==> config.mk <==
export PLATFORM = sky130hd
export DESIGN_NAME = interrupt_controller
export DESIGN_NICKNAME = d
export VERILOG_FILES = /design/src/rtl/interrupt_controller.sv
export SDC_FILE = /design/constraint.sdc
export NUM_CORES = 1
export LEC_CHECK = 0
export BUFFER_PORTS_ARGS = -buffer_cell sky130_fd_sc_hd__buf_2
export CORE_ASPECT_RATIO = 1.5
export CORE_MARGIN = 2
export CORE_UTILIZATION = 40
export CTS_CLUSTER_SIZE = 25
export DETAILED_ROUTE_END_ITERATION = 8
export GPL_ROUTABILITY_DRIVEN = 0
export HOLD_SLACK_MARGIN = 0.12
export PLACE_DENSITY_LB_ADDON = 0.2
export SLEW_MARGIN = 30
export SYNTH_ARGS = -nofsm -noshare
export SYNTH_HDL_FRONTEND = slang
export SYNTH_SLANG_ARGS = --single-unit
export TNS_END_PERCENT = 100
==> constraint.sdc <==
create_clock -name clk_i -period 2.4 [get_ports clk_i]
set_clock_uncertainty 0.05 [all_clocks]
set_input_delay 0.48 -clock clk_i [delete_from_list [all_inputs] [get_ports clk_i]]
set_output_delay 0.48 -clock clk_i [all_outputs]
set_load 0.05 [all_outputs]
==> src/rtl/interrupt_controller.sv <==
// Single-level interrupt sequencer: masks requests with mie, issues a one-cycle trap
// for the lowest-index pending line, holds it in service until mret, then acknowledges it.
module interrupt_controller #(
  parameter int IRQ_NUM = 16
) (
  input  logic               clk_i,
  input  logic               rst_i,
  input  logic [IRQ_NUM-1:0] irq_req_i,
  input  logic [31:0]        mie_i,
  input  logic               exception_i,
  input  logic               stall_i,
  input  logic               mret_i,
  output logic               irq_o,
  output logic [31:0]        irq_cause_o,
  output logic [IRQ_NUM-1:0] irq_ret_o,
  output logic               busy_o,
  output logic               dbg_state_o
);

  localparam int IDX_W = (IRQ_NUM > 1) ? $clog2(IRQ_NUM) : 1;

  typedef enum logic {
    IDLE    = 1'b0,
    SERVICE = 1'b1
  } state_t;

  state_t             state_q, state_d;
  logic [IDX_W-1:0]   idx_q, win;
  logic [IRQ_NUM-1:0] pending, ack_mask_q;
  logic               unused_mie;

  // The line acknowledged last cycle is still held by its peripheral, so hide it for one cycle.
  assign pending     = irq_req_i & mie_i[16 +: IRQ_NUM] & ~ack_mask_q;
  assign unused_mie  = ^mie_i;
  assign dbg_state_o = (state_q == SERVICE);

  always_comb begin
    win = '0;
    for (int k = IRQ_NUM - 1; k >= 0; k--) begin
      if (pending[k]) win = IDX_W'(k);
    end
  end

  always_comb begin
    state_d     = state_q;
    irq_o       = 1'b0;
    irq_cause_o = 32'h0;
    irq_ret_o   = '0;
    busy_o      = 1'b0;
    case (state_q)
      IDLE: begin
        if ((|pending) && rst_i) begin
          irq_cause_o = 32'h8000_0010 + 32'(win);
          if (!exception_i && !stall_i) begin
            irq_o   = 1'b1;
            state_d = SERVICE;
          end
        end
      end
      SERVICE: begin
        busy_o      = 1'b1;
        irq_cause_o = 32'h8000_0010 + 32'(idx_q);
        if (mret_i) begin
          irq_ret_o = IRQ_NUM'(1) << idx_q;
          state_d   = IDLE;
        end
      end
      default: state_d = IDLE;
    endcase
  end

  always_ff @(posedge clk_i or negedge rst_i) begin
    if (!rst_i) begin
      state_q    <= IDLE;
      idx_q      <= '0;
      ack_mask_q <= '0;
    end else begin
      state_q    <= state_d;
      ack_mask_q <= irq_ret_o;
      if (state_q == IDLE && state_d == SERVICE) idx_q <= win;
    end
  end

endmodule

# Word level (Yosys, flattened, before mapping)
# Index checks and enable logic that the tools add are counted.
[totals]
wordCells = 42
register_bits = 21
[classes]
n_addsub = 2
muxes = 26
reduce_logical = 6
bitwise = 4
n_shift = 1
[op_table]
columns = ["op", "count"]
rows = [
  ["$add 32x4->32 const A", 2],
  ["$mux 4", 16],
  ["$pmux 32 s2", 1],
  ["$and 16x16->16", 2],
  ["$mux 16", 2],
  ["$mux 32", 1],
  ["$not 16->16", 1],
  ["$reduce_or 16->1", 1],
  ["$shl 1x4->16 const A", 1],
  ["$mux 1", 5],
  ["$logic_and 1x1->1", 3],
  ["$logic_not 1->1", 2],
  ["$pmux 1 s2", 1],
  ["$not 1->1", 1],
]

# Logic depth before layout (Yosys ltp)
[logic_depth]
word_depth = 21
depth_mapped = 7

# Worst setup path before layout
# OpenSTA, ideal clock, no wires.
[synth_path]
kind = "reg-to-output"
startpoint = "register state_q, in the netlist dbg_state_o"
endpoint = "output irq_ret_o[0]"
arrival_ns = 2.818
n_path_buf = 1
required_ns = 1.870
path_slack_ns = -0.948
path_stages_with_launch = 5
cell_sequence = "dfrtp_1 clkbuf_1 inv_1 or4b_2 nor3_1"
[synth_via]
elab_chain_len = 1
[synth_lines]
columns = ["element", "line_no", "rtl"]
rows = [
  ["start: declaration", "27", "state_t state_q, state_d;"],
  ["start signal: assignment", "78", "state_q <= state_d;"],
  ["$mux 16", "50", "case (state_q)"],
  ["end: declaration", "15", "output logic [IRQ_NUM-1:0] irq_ret_o,"],
]
# Every way passes these cells.

# Final worst setup path
[layout_path]
startpoint = "register ack_mask_q[10]"
endpoint = "output irq_cause_o[0]"
[layout_via]
elab_chain_len = 16
elab_cells_between_ends = 18
cone_classes = "add/sub (1); mux (13); bitwise (2); reduce/logical (2)"
[layout_lines]
columns = ["element", "line_no", "rtl"]
rows = [
  ["start: declaration", "29", "logic [IRQ_NUM-1:0] pending, ack_mask_q;"],
  ["start signal: assignment", "79", "ack_mask_q <= irq_ret_o;"],
  ["$not 16->16 (*)", "33", "assign pending = irq_req_i & mie_i[16 +: IRQ_NUM] & ~ack_mask_q;"],
  ["$and 16x16->16 (*)", "33", ""],
  ["$mux 4 (11 in a row)", "40", "if (pending[k]) win = IDX_W'(k);"],
  ["$add 32x4->32", "53", "irq_cause_o = 32'h8000_0010 + 32'(win);"],
  ["$mux 32 (*)", "52", "if ((|pending) && rst_i) begin"],
  ["$pmux 32 s2 (*)", "50", ""],
  ["end: declaration", "14", "output logic [31:0] irq_cause_o,"],
]
# Mark *: on every way between the ends. The rest lies on a longest branch, timed or not.

==> run metrics <==
FF/Latch Area=527 um2; via/cell ratio=4.81; library cells used by synthesis=36; first-pass GRT wire length=5090 um; LEAKAGE=1.04 nW; FF-to-FF setup slack=0.31 ns; status=finished, violations left; synthesized area per cell=9.41 um2; clk buf depth=2; peak supply drop=523 uV; setup ws final=-0.109 ns; crit path cell chain=and3b_2, nor2_4, a2111oi_4, nand3_1, a22o_1, a22o_1, buf_6; GRT Residual Overflow=0; Synth area leader=dfrtp_1; Clk Latency, worst-skew pair=0.26 ns; footprint of the multi-input gates=805 um2; Layout Area Growth over Synthesis=43.4%; initial antenna violation count=0; row cnt=25; Worst Path Required=1.87 ns; CP bufs+invs=1; reg2reg end=idx_q[1]$_DFFE_PN0P_; worst r2r src=ack_mask_q[5]$_DFF_PN0_; Reg clk slew, reported paths=0.07 ns; drt wl/cell=13.5 um; chip width=51.4 um; H-tree Lvls=1; routed via count=1235; Power Dens Cells=559 nW/um2; post-synthesis sequential area ratio=39.0%; PortBufs=61; wire length on met1=1210 um; DP HPWL=2780 um; total core area=3190 um2; crit-path max FO=2; Net Sw Power=0.000436 W; cells after synthesis=143; Critical-path top delay cell=dfrtp_1; 1st-pass router iterations=4; DRC violations left=0; period utilization=105%; crit path launch type=flip-flop; Synth Cell Area=1350 um2; synth top area cells=dfrtp_1 (39%), buf_4 (16%), nor2_1 (5.9%); clock root buffer=clkbuf_8; Fillers=278; Sw Ratio=40.3%; Setup TNS=-0.237 ns; total wire length=3470 um; Synth Flop Type=dfrtp_1; synth cell count leaders=buf_4 (28), dfrtp_1 (21), nor2_1 (21), nand2_1 (10), and3b_1 (8); Yosys reg bits=21; die area=3860 um2; FF-to-FF path depth=7; vias in the first global route=1234; fin. max-slew vios=0; Worst Path Arrival=1.98 ns; DRT iter0 DRCs=12; GRT Util Overall=17.4%; met3 WL post-DR=202 um; WS Path Type=flip-flop to output pin; Hold Vio Cnt, Final=0; Async SR Flop Fraction=100%; Max-Cap Viols=0; clock share of power=21.0%; Starting Density=42.2%; Die Span Y=75.1 um; Boundary Pins=104; wire length on met2=1970 um; Final Util=60.5%; hold_buf cts=0; Max Used Layer=met4; fin crit period=2.51 ns; Final ANT Viol Nets=0; # diodes=0; setup violators final=4; worst hold path type=input port to async pin; Sink Count=21; CP top delay family=compound AO/OA/AOI/OAI gates; crit-path most repeated cell=a22o_1; Sequential Power Share=39.1%; Logic pwr share=39.9%; CTS Buf Count=3; Cell Int Power=0.000644 W; TritonCTS clock tree=built; RSZ-0062 raised after global routing=yes; f_max=399 MHz; failing checks=negative setup slack; Yosys warning total=0; Net count, final=271; layout cells sized above 1=52.5%; EDFF count, synth=0; Worst setup EP type=output pin; Critical Path Max Stage Delay=0.37 ns; largest net degree at the start of global routing=23; most common cell in the synthesized netlist=buf_4; Synth top area share=39.0%
## per-layer routing
| metal | global-route usage, % | vias to the layer above |
|---|---|---|
| li1 | - | 588 |
| met1 | 16.6 | 573 |
| met2 | 36.3 | 65 |
| met3 | 1.59 | 9 |
| met4 | 7.60 | 0 |
| met5 | 0 | - |
## timing repair
action / 4_1_cts / 5_1_grt
pin swaps: 8 / 4
buffers inserted: 3 / 1
setup endpoints to repair: 7 / 7
gates resized for setup: 32 / 10
## placed cells by master (no fill, tap or decap), drive strengths merged, types with 3 or more instances in the layout
master  instances
mux2            4
buf            77
nor2           21
nor3            4
nand3           3
and3b           8
conb           26
nand2          10
nand3b          6
a22o            3
clkbuf          4
dfrtp          21
inv             3
## kinds of logic (layout without fill, tap and decap cells)
logic type	count (synthesis)	in the layout	share of synthesized area [%]
AOI/OAI and AO/OA	18	18	10.9
buffers and inverters	35	84	18.1
DFF	21	21	39.0
muxes	4	4	4.46
other	1	26	0.279
and+or+nand+nor	64	64	27.2
## sequential cells by signal, indices dropped and copies added, names as in the netlist
name,flops
dbg_state_o,1
ack_mask_q,16
idx_q,4
## power by group through the flow
stage | Clock (W) | Sequential [W] | Combinational (W)
5_1_grt | 0.000238 | 0.000426 | 0.000453
6_report | 0.000227 | 0.000422 | 0.000431
3_5_place_dp | 0 | 0.000428 | 0.000373
2_1_floorplan | 0 | 0.000399 | 0.000345
3_3_place_gp | 0 | 0.000427 | 0.000370
4_1_cts | 0.000222 | 0.000421 | 0.000417
## how the worst max path moves through the flow
stage	from	end	slack, ns	cells after the start
floorplan	mie_i[23]	irq_cause_o[31]	-0.13	6
global placement	mie_i[24]	irq_cause_o[0]	-0.24	8
detailed placement	mie_i[24]	irq_cause_o[0]	-0.23	8
CTS	ack_mask_q[8]$_DFF_PN0_	irq_cause_o[0]	-0.11	7
global route	ack_mask_q[8]$_DFF_PN0_	irq_cause_o[0]	-0.17	7
finish	ack_mask_q[10]$_DFF_PN0_	irq_cause_o[0]	-0.11	7
## worst register-to-register path, cell delays in order (launching register included)
cell and delay, ns:
dfrtp_1 0.37, and3b_2 0.27, o21ba_4 0.18, nand4_4 0.11, o31ai_4 0.08, or4_4 0.43
buf_4 0.19, mux2_4 0.30
## through the flow
step	power (W)	hold slack [ns]	std cells	instance area, um2	setup WS, ns
CTS	0.00106	0.211	256	1890	-0.111
detailed placement	0.000801	0.457	249	1700	-0.232
floorplan	0.000744	0.134	168	1500	-0.134
global route	0.00112	0.221	257	1930	-0.166
global placement	0.000797	0.463	249	1700	-0.237
finish	0.00108	0.192	257	1930	-0.109
## layout make-up
class                           instances  area share [%]
Multi-Input combinational cell        112            41.7
Timing Repair Buffer                   77            25.5
Inverter                                3           0.583
Tap cell                               40            2.59
Clock buffer                            4            2.33
Sequential cell                        21            27.3
Power figures use the tool's default switching activity.
